`src/rtl/fetch_queue_if.sv`:
```
// rtl/fetch_queue_if.sv - fetch/execute-side signal bundle for fetch_queue
interface fetch_queue_if #(
    parameter int DEPTH = 4
);
    localparam int CW = $clog2(DEPTH) + 1;

    logic [7:0]    IMEM_ADDR;
    logic [31:0]   IMEM_DATA;
    logic          LE;
    logic          J;
    logic [7:0]    TA;
    logic          OUT_VALID;
    logic [7:0]    OUT_PC;
    logic [31:0]   OUT_INSTR;
    logic [CW-1:0] COUNT;
    logic          FULL;

    // Environment side: instruction memory plus consumer/execute controls.
    modport master (
        output IMEM_DATA, LE, J, TA,
        input  IMEM_ADDR, OUT_VALID, OUT_PC, OUT_INSTR, COUNT, FULL
    );

    // Queue side.
    modport slave (
        input  IMEM_DATA, LE, J, TA,
        output IMEM_ADDR, OUT_VALID, OUT_PC, OUT_INSTR, COUNT, FULL
    );
endinterface

```
`src/rtl/fetch_queue.sv`:
```
// rtl/fetch_queue.sv - instruction prefetch FIFO with redirect flush
module fetch_queue #(
    parameter int          DEPTH    = 4,
    parameter logic [7:0]  RESET_PC = 8'd0
) (
    input  logic          CLK,
    input  logic          RST,
    fetch_queue_if.slave  bus
);
    localparam int PW = $clog2(DEPTH);
    localparam logic [PW:0] FULL_CNT = (PW+1)'(DEPTH);

    logic [7:0]    fetch_pc;
    logic [PW-1:0] head;
    logic [PW-1:0] tail;
    logic [PW:0]   count;

    // Entry storage is plain registers with no reset; only head..tail-1 is ever observed.
    logic [7:0]    pc_mem    [DEPTH];
    logic [31:0]   instr_mem [DEPTH];

    logic empty;
    logic full;
    logic pop;
    logic push;

    // Handshake decisions: a redirect suppresses both push and pop; a full
    // queue still accepts a push when the head leaves in the same cycle.
    always_comb begin
        empty = (count == '0);
        full  = (count == FULL_CNT);
        pop   = bus.LE && !empty && !bus.J;
        push  = !bus.J && (!full || pop);
    end

    // Pointer, occupancy and fetch PC state; reset beats redirect beats push/pop.
    always_ff @(posedge CLK) begin
        if (!RST) begin
            fetch_pc <= RESET_PC;
            head     <= '0;
            tail     <= '0;
            count    <= '0;
        end else if (bus.J) begin
            fetch_pc <= bus.TA;
            head     <= '0;
            tail     <= '0;
            count    <= '0;
        end else begin
            if (push) begin
                tail     <= tail + PW'(1);
                fetch_pc <= fetch_pc + 8'd4;
            end
            if (pop) begin
                head <= head + PW'(1);
            end
            if (push && !pop) begin
                count <= count + (PW+1)'(1);
            end else if (pop && !push) begin
                count <= count - (PW+1)'(1);
            end
        end
    end

    // Tail write of the word fetched at the current PC.
    always_ff @(posedge CLK) begin
        if (RST && push) begin
            pc_mem[tail]    <= fetch_pc;
            instr_mem[tail] <= bus.IMEM_DATA;
        end
    end

    // Head view; an empty queue shows a NOP at the fetch PC rather than
    // forwarding the word being written this cycle.
    always_comb begin
        bus.IMEM_ADDR = fetch_pc;
        bus.COUNT     = count;
        bus.FULL      = full;
        bus.OUT_VALID = !empty;
        if (empty) begin
            bus.OUT_PC    = fetch_pc;
            bus.OUT_INSTR = 32'h0;
        end else begin
            bus.OUT_PC    = pc_mem[head];
            bus.OUT_INSTR = instr_mem[head];
        end
    end
endmodule

```
`src/flat_wrapper.sv`:
```
// flat-port wrapper written by rule: the top's interface ports become plain ports
module fetch_queue_flat 
#(
    parameter int          DEPTH    = 4,
    parameter logic [7:0]  RESET_PC = 8'd0
)
  (CLK, RST, bus_IMEM_DATA, bus_LE, bus_J, bus_TA, bus_IMEM_ADDR, bus_OUT_VALID, bus_OUT_PC, bus_OUT_INSTR, bus_COUNT, bus_FULL);
  fetch_queue_if #(.DEPTH(DEPTH)) bus_i ();
  input  logic CLK;
  input  logic RST;
  input wire logic [$bits(bus_i.IMEM_DATA)-1:0] bus_IMEM_DATA;
  input wire logic [$bits(bus_i.LE)-1:0] bus_LE;
  input wire logic [$bits(bus_i.J)-1:0] bus_J;
  input wire logic [$bits(bus_i.TA)-1:0] bus_TA;
  output wire logic [$bits(bus_i.IMEM_ADDR)-1:0] bus_IMEM_ADDR;
  output wire logic [$bits(bus_i.OUT_VALID)-1:0] bus_OUT_VALID;
  output wire logic [$bits(bus_i.OUT_PC)-1:0] bus_OUT_PC;
  output wire logic [$bits(bus_i.OUT_INSTR)-1:0] bus_OUT_INSTR;
  output wire logic [$bits(bus_i.COUNT)-1:0] bus_COUNT;
  output wire logic [$bits(bus_i.FULL)-1:0] bus_FULL;
  assign bus_i.IMEM_DATA = bus_IMEM_DATA;
  assign bus_i.LE = bus_LE;
  assign bus_i.J = bus_J;
  assign bus_i.TA = bus_TA;
  assign bus_IMEM_ADDR = bus_i.IMEM_ADDR;
  assign bus_OUT_VALID = bus_i.OUT_VALID;
  assign bus_OUT_PC = bus_i.OUT_PC;
  assign bus_OUT_INSTR = bus_i.OUT_INSTR;
  assign bus_COUNT = bus_i.COUNT;
  assign bus_FULL = bus_i.FULL;
  fetch_queue #(.DEPTH(DEPTH), .RESET_PC(RESET_PC)) u_core (.CLK(CLK), .RST(RST), .bus(bus_i));
endmodule
```
`config.mk`:
```
export PLATFORM = sky130hd
export DESIGN_NAME = fetch_queue_flat
export DESIGN_NICKNAME = d
export VERILOG_FILES = /design/src/rtl/fetch_queue_if.sv /design/src/rtl/fetch_queue.sv /design/src/flat_wrapper.sv
export SDC_FILE = /design/constraint.sdc
export NUM_CORES = 1
export LEC_CHECK = 0
export ABC_AREA = 1
export CAP_MARGIN = 20
export CORE_UTILIZATION = 55
export DETAILED_ROUTE_END_ITERATION = 8
export GPL_ROUTABILITY_DRIVEN = 1
export PLACE_DENSITY = 0.8
export RECOVER_POWER = 25
export SYNTH_ARGS = -nofsm -noshare
export SYNTH_HDL_FRONTEND = slang
export SYNTH_SLANG_ARGS = --single-unit
```
`constraint.sdc`:
```
create_clock -name CLK -period 3.2 [get_ports CLK]
set_input_delay 0.32 -clock CLK [delete_from_list [all_inputs] [get_ports CLK]]
set_output_delay 0.32 -clock CLK [all_outputs]
set_load 0.05 [all_outputs]
```
==> results of run 1 <==
-- registers in the layout, indices dropped and copies added, names as in the netlist, named ones only --
name / flops
u_core.bus.IMEM_ADDR: 8
u_core.instr_mem: 128
u_core.head: 2
u_core.pc_mem: 32
u_core.tail: 2
u_core.bus.COUNT: 3
-- cell families after synthesis --
| kind of cell | after synthesis | share of synthesized area |
|---|---|---|
| multiplexers | 1 | 0.00139 |
| flip-flops | 177 | 0.715 |
| adder cells (fa/ha/maj) | 7 | 0.0132 |
| buffers and inverters | 56 | 0.0398 |
| AND/OR/NAND/NOR | 232 | 0.129 |
| XOR/XNOR | 3 | 0.00365 |
| AO/OA/AOI/OAI | 140 | 0.0985 |
-- metal layers --
layer  vias to the layer above  GRT usage  wire length [um]
met5                         -          0                 0
met1                      2383      0.307              6630
met2                       207      0.402              7660
met4                         0     0.0991               190
met3                        21     0.0576               978
li1                       2333          -                 -
-- area by class of cell --
| type | count | area (um2) |
|---|---|---|
| Clock inverter | 13 | 206 |
| Fill cell | 835 | 3710 |
| Inverter | 25 | 101 |
| Sequential cell | 177 | 5150 |
| Timing Repair Buffer | 108 | 1050 |
| Clock buffer | 19 | 443 |
| Tap cell | 172 | 215 |
| Multi-Input combinational cell | 383 | 1800 |
-- cell usage after synthesis (all sizes together) --
cell,number
nor2,173
edfxtp,160
o21ai,93
nand2,46
a21oi,41
inv,25
buf,22
dfxtp,17
clkbuf,9
nand3,9
ha,6
o22ai,5
xor2,3
or2,2
fa,1
mux2i,1
nand4,1
nor3,1
o21bai,1
-- per-stage QoR --
stage | worst slack (ns) | hold WS, ns | utilization
after global placement | 0.715 | 0.515 | 0.656
after CTS | 0.275 | 0.470 | 0.708
final | 0.321 | 0.487 | 0.708
after floorplan | -0.00435 | 0.419 | -
after global routing | 0.200 | 0.487 | 0.708
after detailed placement | 0.545 | 0.516 | 0.656
-- power breakdown --
part	total (mW)	switching, mW	internal, mW
Sequential	2.62	0.0393	2.58
Clock	2.26	0.847	1.41
Combinational	0.712	0.483	0.229
-- path summary, 6_finish.rpt --
| path | startpoint | end | slack [ns] | cells past startpoint |
|---|---|---|---|---|
| worst min-delay path | bus_TA[0] | u_core.bus.IMEM_ADDR[0] | 0.49 | 3 |
| worst max register to register | u_core.bus.COUNT[0] | u_core.bus.COUNT[2] | 1.09 | 12 |
| worst min register to register | u_core.head[1] | register | 0.55 | 2 |
| worst max-delay path | register | bus_OUT_PC[4] | 0.32 | 6 |
-- worst reg2reg max path, delay by kind of cell, from the launching register on --
kind | cells | cell delay, ns
compound gates | 2 | 0.22
fa+ha+maj | 2 | 0.56
buf+inv | 3 | 0.24
flops | 1 | 0.52
simple gates | 5 | 0.47
==> impl_metrics.toml, run 1 <==
[global_route]
grt_pass1_vias = 4890
overflow = 0
grt_pass1_wl_mm = 24.2
globalRouteTotalUtil = 0.242
grt_antenna_before_repair = 0
grt_max_degree = 71

[placement]
hpwlAfterDp_mm = 9.30
placed_cells_incl_taps = 865
placed_area_um2 = 8320
place_congestion = 0.862
port_buffers = 96

[layout]
area.growth.synth_to_final_pct = 24.5
stdcell_count = 897
drive_above_1_share = 0.139
layout_common_cells = "168 x nor2_1, 160 x edfxtp_1, 84 x o21ai_0"
nNetsFinal = 763
layout_commonest_cell = "nor2_1"
antenna_cells = 0
fin_area_um2 = 8960

[clock_tree]
clk_path_buf_depth = 2
ctsResizeCount = 0
cts_root_buf = "clkbuf_16"
cts.sinks = 177
clk_pin_slew_ns = 0.06
post_cts_buffers = 0
cts_hold_buf = 0
cts_tree = "done"
clk_latency_ns = 0.42
numCtsBuffers = 17
htreeDepth = 4

[critical_path]
cpPeakStageDelay_ns = 0.81
path_max_fanout = 24
worstSetupPathType = "reg2out"
crit_buf_inv = 2
crit_arrival_ns = 2.56
cp-end-kind = "output pin"
cpLargestDelayFamily = "buffers and inverters"
critPathSlowestCell = "clkdlybuf4s50_1"
crit_top_cell = "nand2_1"
cp-start-kind = "register"
path_cells = "inv_2 -> o21ai_1 -> o22ai_1 -> nand2_1 -> nand2_1 -> clkdlybuf4s50_1"
crit_required_ns = 2.88

[timing]
hold_viol_final = 0
fin_tns_setup_ns = 0
drv_slew = 0
finalCritPeriodShare = 0.900
finalSetupViolations = 0
rsz0062_at_grt = "false"
period_needed_ns = 2.88
max_clock_freq_mhz = 347
slew_headroom = 0.497
worst_pin_slew_ns = 0.754
skew_ns = 0.00860

[power]
p_leak_nw = 3.29
vdd_drop_max_mv = 0.369
power_density_nw_per_um2 = 623
finalPower_mw = 5.59

[logic_synthesis]
synth_area_um2 = 7200
ys_seq_area_frac = 0.715
ys_ff_latch = 177
synth.avg_cell_area_um2 = 11.7
ys_warn_count = 0
synth_area_leader_cell = "edfxtp_1"
syn_nets = 667
synth_top_cell_area_share = 0.667
syn_inst = 616
synthTopCellsByArea = "edfxtp_1 67%, nor2_1 9.0%, o21ai_0 5.8%, dfxtp_1 4.7%, a21oi_1 2.9%"
yosysUniqueCellTypes = 30

[job]
maxCapViolations = 0

[die]
core_um2 = 12700
dieArea_um2 = 13600
die_w_um = 116
die_h_um = 116
ios = 97
rows = 41
start_util = 0.568

[routing]
drtIter0Drc = 422
ant_nets = 0
wl_per_cell_um = 17.2
vias = 4944
dr.pass1.iters = 5
via_per_inst = 5.51
drt_wl_total_mm = 15.5
drc = 0

[outcome]
status = "complete, no violations"

[worst_hold_path]
hold_class = "in2reg"
No activity file was read; power rests on OpenSTA's default activity.
==> run 2: changes to the inputs <==
CORE_UTILIZATION = 57   (was 55)
CTS_BUF_LIST = sky130_fd_sc_hd__clkbuf_2   (was default)
PLACE_DENSITY = 0.82   (was 0.8)
REMOVE_ABC_BUFFERS = 1   (was default)
==> run 2 against run 1 <==
Effect of this change: non-clock buffer count shrank 1; largest cell class unchanged; flip-flop and latch count is the same; critical endpoint is now bus_OUT_INSTR[15]; sequential share of layout area grew 2.5 points; power shrank 17%; largest power group unchanged; combinational power shrank 2%; clock skew grew 0.021 ns; final area shrank 4.2%; die area shrank 3.4%; critical path depth shrank 1; global-route usage grew 0.76 points; maximum frequency shrank 1.2%; critical path type unchanged.
==> impl_metrics.toml, run 2 (synthesized netlist as in run 1, its figures left out) <==
[routing]
dr.pass1.iters = 5
via_per_inst = 5.56
ant_nets = 0
drt_wl_total_mm = 15.5
drtIter0Drc = 477
wl_per_cell_um = 17.3
vias = 4962
drc = 0

[clock_tree]
numCtsBuffers = 17
clk_path_buf_depth = 2
clk_pin_slew_ns = 0.23
cts_hold_buf = 0
cts_root_buf = "clkbuf_2"
post_cts_buffers = 0
clk_latency_ns = 0.72
htreeDepth = 4
cts.sinks = 177
cts_tree = "done"

[placement]
dp_slack_ns = 0.515
place_congestion = 0.818
port_buffers = 96
hpwlAfterDp_mm = 9.83
placed_area_um2 = 8280
placed_cells_incl_taps = 860

[layout]
post-route-util = 0.706
top_register = "u_core.instr_mem"
drive_above_1_share = 0.137
fillers = 841
layout_common_cells = "168 x nor2_1, 160 x edfxtp_1, 84 x o21ai_0"
largest_register_ffs = 128
fin_area_um2 = 8590
nNetsFinal = 762
area.growth.synth_to_final_pct = 19.3
stdcell_count = 893
layout_commonest_cell = "nor2_1"

[global_route]
overflow = 0
globalRouteTotalUtil = 0.249
grt_pass1_wl_mm = 24.3
grt_antenna_before_repair = 1
grt_pass1_vias = 4843
grt_max_degree = 55

[timing]
skew_ns = 0.0295
period_needed_ns = 2.91
worst_pin_slew_ns = 0.529
slew_headroom = 0.646
max_clock_freq_mhz = 343
hold_ws_ns = 0.159
rsz0062_at_grt = "false"
drv_slew = 0
fin_tns_setup_ns = 0
hold_viol_final = 0
worst_slack_ns = 0.286
finalSetupViolations = 0
finalCritPeriodShare = 0.911

[power]
finalPower_mw = 4.65
vdd_drop_max_mv = 0.260
p_leak_nw = 3.15
power_density_nw_per_um2 = 541

[critical_path]
crit_arrival_ns = 2.59
worstSetupPathType = "reg2out"
r2r_slack_ns = 1.18
cp-end-kind = "output pin"
r2r_cells = 10
r2r_start = "u_core.bus.COUNT[1]"
crit_required_ns = 2.88
cp-start-kind = "register"
path_max_fanout = 54
r2r_end = "u_core.bus.COUNT[2]"

[job]
maxCapViolations = 0

[die]
ios = 97
dieArea_um2 = 13100
core_um2 = 12200
die_h_um = 114
rows = 40
start_util = 0.592
die_w_um = 114

[worst_hold_path]
hold_class = "in2reg"
min_path_cells = 3
min-delay-start = "bus_TA[1]"
hold_end = "u_core.bus.IMEM_ADDR[1]"

[outcome]
status = "complete, no violations"
-- run 2: cell count changes in the layout (fill, tap and decap cells not counted), sizes merged --
cell / delta
clkdlybuf4s50: -8
dlygate4sd3: +7
clkinv: +4
clkbuf: -2
inv: -2
buf: -1
diode: +1
dlymetal6s2s: +1
-- run 2: worst max-delay path: stages (launching register included) --
cell     delay (ns)
dfxtp_4        0.51
inv_4          0.27
buf_6          0.37
o21ai_0        0.17
a21oi_1        0.34
buf_12         0.19
-- run 2: worst max path at each step --
stage / start / to / cells past startpoint
CTS: register / bus_OUT_INSTR[15] / 5
floorplan: u_core.bus.COUNT[1] / u_core.instr_mem[0][0] / 4
global route: register / bus_OUT_PC[5] / 8
global placement: bus_J / u_core.instr_mem[2][0] / 5
detailed placement: bus_J / u_core.instr_mem[2][23] / 5
finish: register / bus_OUT_INSTR[15] / 5
-- run 2: area by class of cell --
class	count	area (um2)	area share
sequential	177	5150	0.599
timing repair buffer	107	1030	0.120
tap	168	210	0.0245
clock inverter	15	214	0.0249
antenna	1	2.50	0.000291
multi-input combinational	383	1800	0.209
inverter	25	101	0.0118
clock buffer	17	85.1	0.00990
-- run 2: power by group --
| part | internal (mW) | switching, mW | leakage, nW | total [mW] |
|---|---|---|---|---|
| combinational | 0.220 | 0.480 | 1.38 | 0.700 |
| sequential | 2.58 | 0.0403 | 1.60 | 2.62 |
| clock | 0.586 | 0.748 | 0.169 | 1.33 |
-- run 2: what timing repair did --
action / in CTS / in global routing
setup endpoints to repair: 11 / 11
resized for setup: 1 / 3
pin swaps: 0 / 0
gates cloned: 0 / 0
-- run 2: layer usage --
metal / wire, um / GRT usage
met2: 7500 / 0.408
met1: 6580 / 0.330
met5: 0 / 0
met4: 272 / 0.0848
met3: 1110 / 0.0593
==> run 3: changes to the inputs <==
CELL_PAD_IN_SITES_DETAIL_PLACEMENT = 0   (was default)
CELL_PAD_IN_SITES_GLOBAL_PLACEMENT = 1   (was default)
CORE_UTILIZATION = 49   (was 57)
PLACE_DENSITY = default   (was 0.82)
PLACE_DENSITY_LB_ADDON = 0.1   (was default)
clock period = 3.46 ns   (was 3.2 ns; I/O delays follow)
==> run 3 against run 2 <==
Effect of this change: combinational power fell by 11%; critical path depth increased by 1; worst hold slack improved by 0.090 ns; first-iteration DRC count is 26% lower; power fell by 7.3%; largest cell class unchanged.
==> impl_metrics.toml, run 3 (synthesized netlist as in run 1, its figures left out) <==
[outcome]
status = "complete, no violations"

[clock_tree]
ctsResizeCount = 0
cts_tree = "done"
numCtsBuffers = 17
cts_root_buf = "clkbuf_2"
cts.sinks = 177
post_cts_buffers = 0
clk_path_buf_depth = 2
cts_hold_buf = 0
clk_pin_slew_ns = 0.23
clk_latency_ns = 0.71
htreeDepth = 4

[layout]
area.growth.synth_to_final_pct = 19.0
fillers = 1133
antenna_cells = 0
top_register = "u_core.instr_mem"
layout_common_cells = "168 x nor2_1, 160 x edfxtp_1, 84 x o21ai_0"
largest_register_ffs = 128
layout_commonest_cell = "nor2_1"
post-route-util = 0.608
nNetsFinal = 763
drive_above_1_share = 0.134

[timing]
worst_pin_slew_ns = 0.516
skew_ns = 0.0235
slew_headroom = 0.655
hold_viol_final = 0
fin_tns_setup_ns = 0
drv_slew = 0
hold_ws_ns = 0.249
period_needed_ns = 3.14
rsz0062_at_grt = "false"
finalCritPeriodShare = 0.906
max_clock_freq_mhz = 319
finalSetupViolations = 0

[die]
die_h_um = 123
rows = 43
die_w_um = 123
dieArea_um2 = 15200
ios = 97
core_um2 = 14100
start_util = 0.511

[critical_path]
r2r_end = "u_core.bus.COUNT[2]"
r2r_start = "u_core.bus.COUNT[1]"
crit_arrival_ns = 2.79
crit_required_ns = 3.11
cp-end-kind = "output pin"
crit_start = "u_core.bus.COUNT[1]"
crit_path_end = "bus_OUT_PC[3]"
worstSetupPathType = "reg2out"
path_max_fanout = 16
r2r_cells = 11
cp-start-kind = "register"
r2r_slack_ns = 1.47

[routing]
wl_per_cell_um = 16.7
via_per_inst = 5.25
drtIter0Drc = 353
vias = 4752
drc = 0
drt_wl_total_mm = 15.1
ant_nets = 0
dr.pass1.iters = 4

[placement]
hpwlAfterDp_mm = 9.27
place_congestion = 0.769
port_buffers = 96

[global_route]
globalRouteTotalUtil = 0.213
grt_antenna_before_repair = 0
grt_pass1_vias = 4699
grt_pass1_wl_mm = 23.7
grt_max_degree = 56
overflow = 0

[power]
power_density_nw_per_um2 = 503
vdd_drop_max_mv = 0.222
p_leak_nw = 3.13

[job]
maxCapViolations = 0

[worst_hold_path]
min-delay-start = "bus_TA[1]"
hold_class = "in2reg"
[run 3: stage by stage]
| stage | cell area [um2] | power (mW) | std cells | setup slack [ns] |
|---|---|---|---|---|
| 2_1_floorplan | 7010 | 2.84 | 585 | 0.256 |
| 3_5_place_dp | 8260 | 3.10 | 873 | 0.809 |
| 3_3_place_gp | 8260 | 3.09 | 873 | 0.861 |
| 5_1_grt | 8570 | 4.48 | 905 | 0.0714 |
| 4_1_cts | 8570 | 4.36 | 905 | 0.206 |
| 6_report | 8570 | 4.31 | 905 | 0.325 |
[run 3: how the worst min path moves through the flow]
| stage | to | slack [ns] | cells past startpoint |
|---|---|---|---|
| 2_1_floorplan | u_core.instr_mem[0][0] | 0.44 | 0 |
| 3_3_place_gp | u_core.tail[0] | 0.50 | 1 |
| 3_5_place_dp | u_core.tail[0] | 0.49 | 1 |
| 4_1_cts | u_core.instr_mem[3][5] | 0.16 | 1 |
| 5_1_grt | u_core.bus.IMEM_ADDR[0] | 0.16 | 3 |
| 6_report | u_core.bus.IMEM_ADDR[1] | 0.25 | 3 |
[run 3: worst max-delay path, stage by stage, from the launching register on]
cell and delay (ns):
dfxtp_1 0.42, nor2_4 0.20, nand2_4 0.16, inv_2 0.30, nand2_1 0.08, nand2_1 0.11, clkdlybuf4s50_1 0.81
[run 3: final cells by class]
cell class,instances,area (um2),share of cell area
Tap cell,180,225,0.0263
Inverter,25,101,0.0118
Timing Repair Buffer,108,986,0.115
Clock inverter,12,213,0.0248
Multi-Input combinational cell,383,1800,0.210
Sequential cell,177,5150,0.601
Clock buffer,20,100,0.0117
[run 3: power breakdown]
part	switching, mW	internal (mW)	total [mW]
sequential	0.0338	2.38	2.42
combinational	0.437	0.189	0.626
clock	0.650	0.620	1.27
total	1.12	3.19	4.31
[run 3: routing by layer]
metal	up-vias	wire [um]	track usage
met5	-	0	0
met2	104	7390	0.363
met1	2295	6860	0.266
met4	0	242	0.0828
met3	21	612	0.0470
li1	2332	-	-
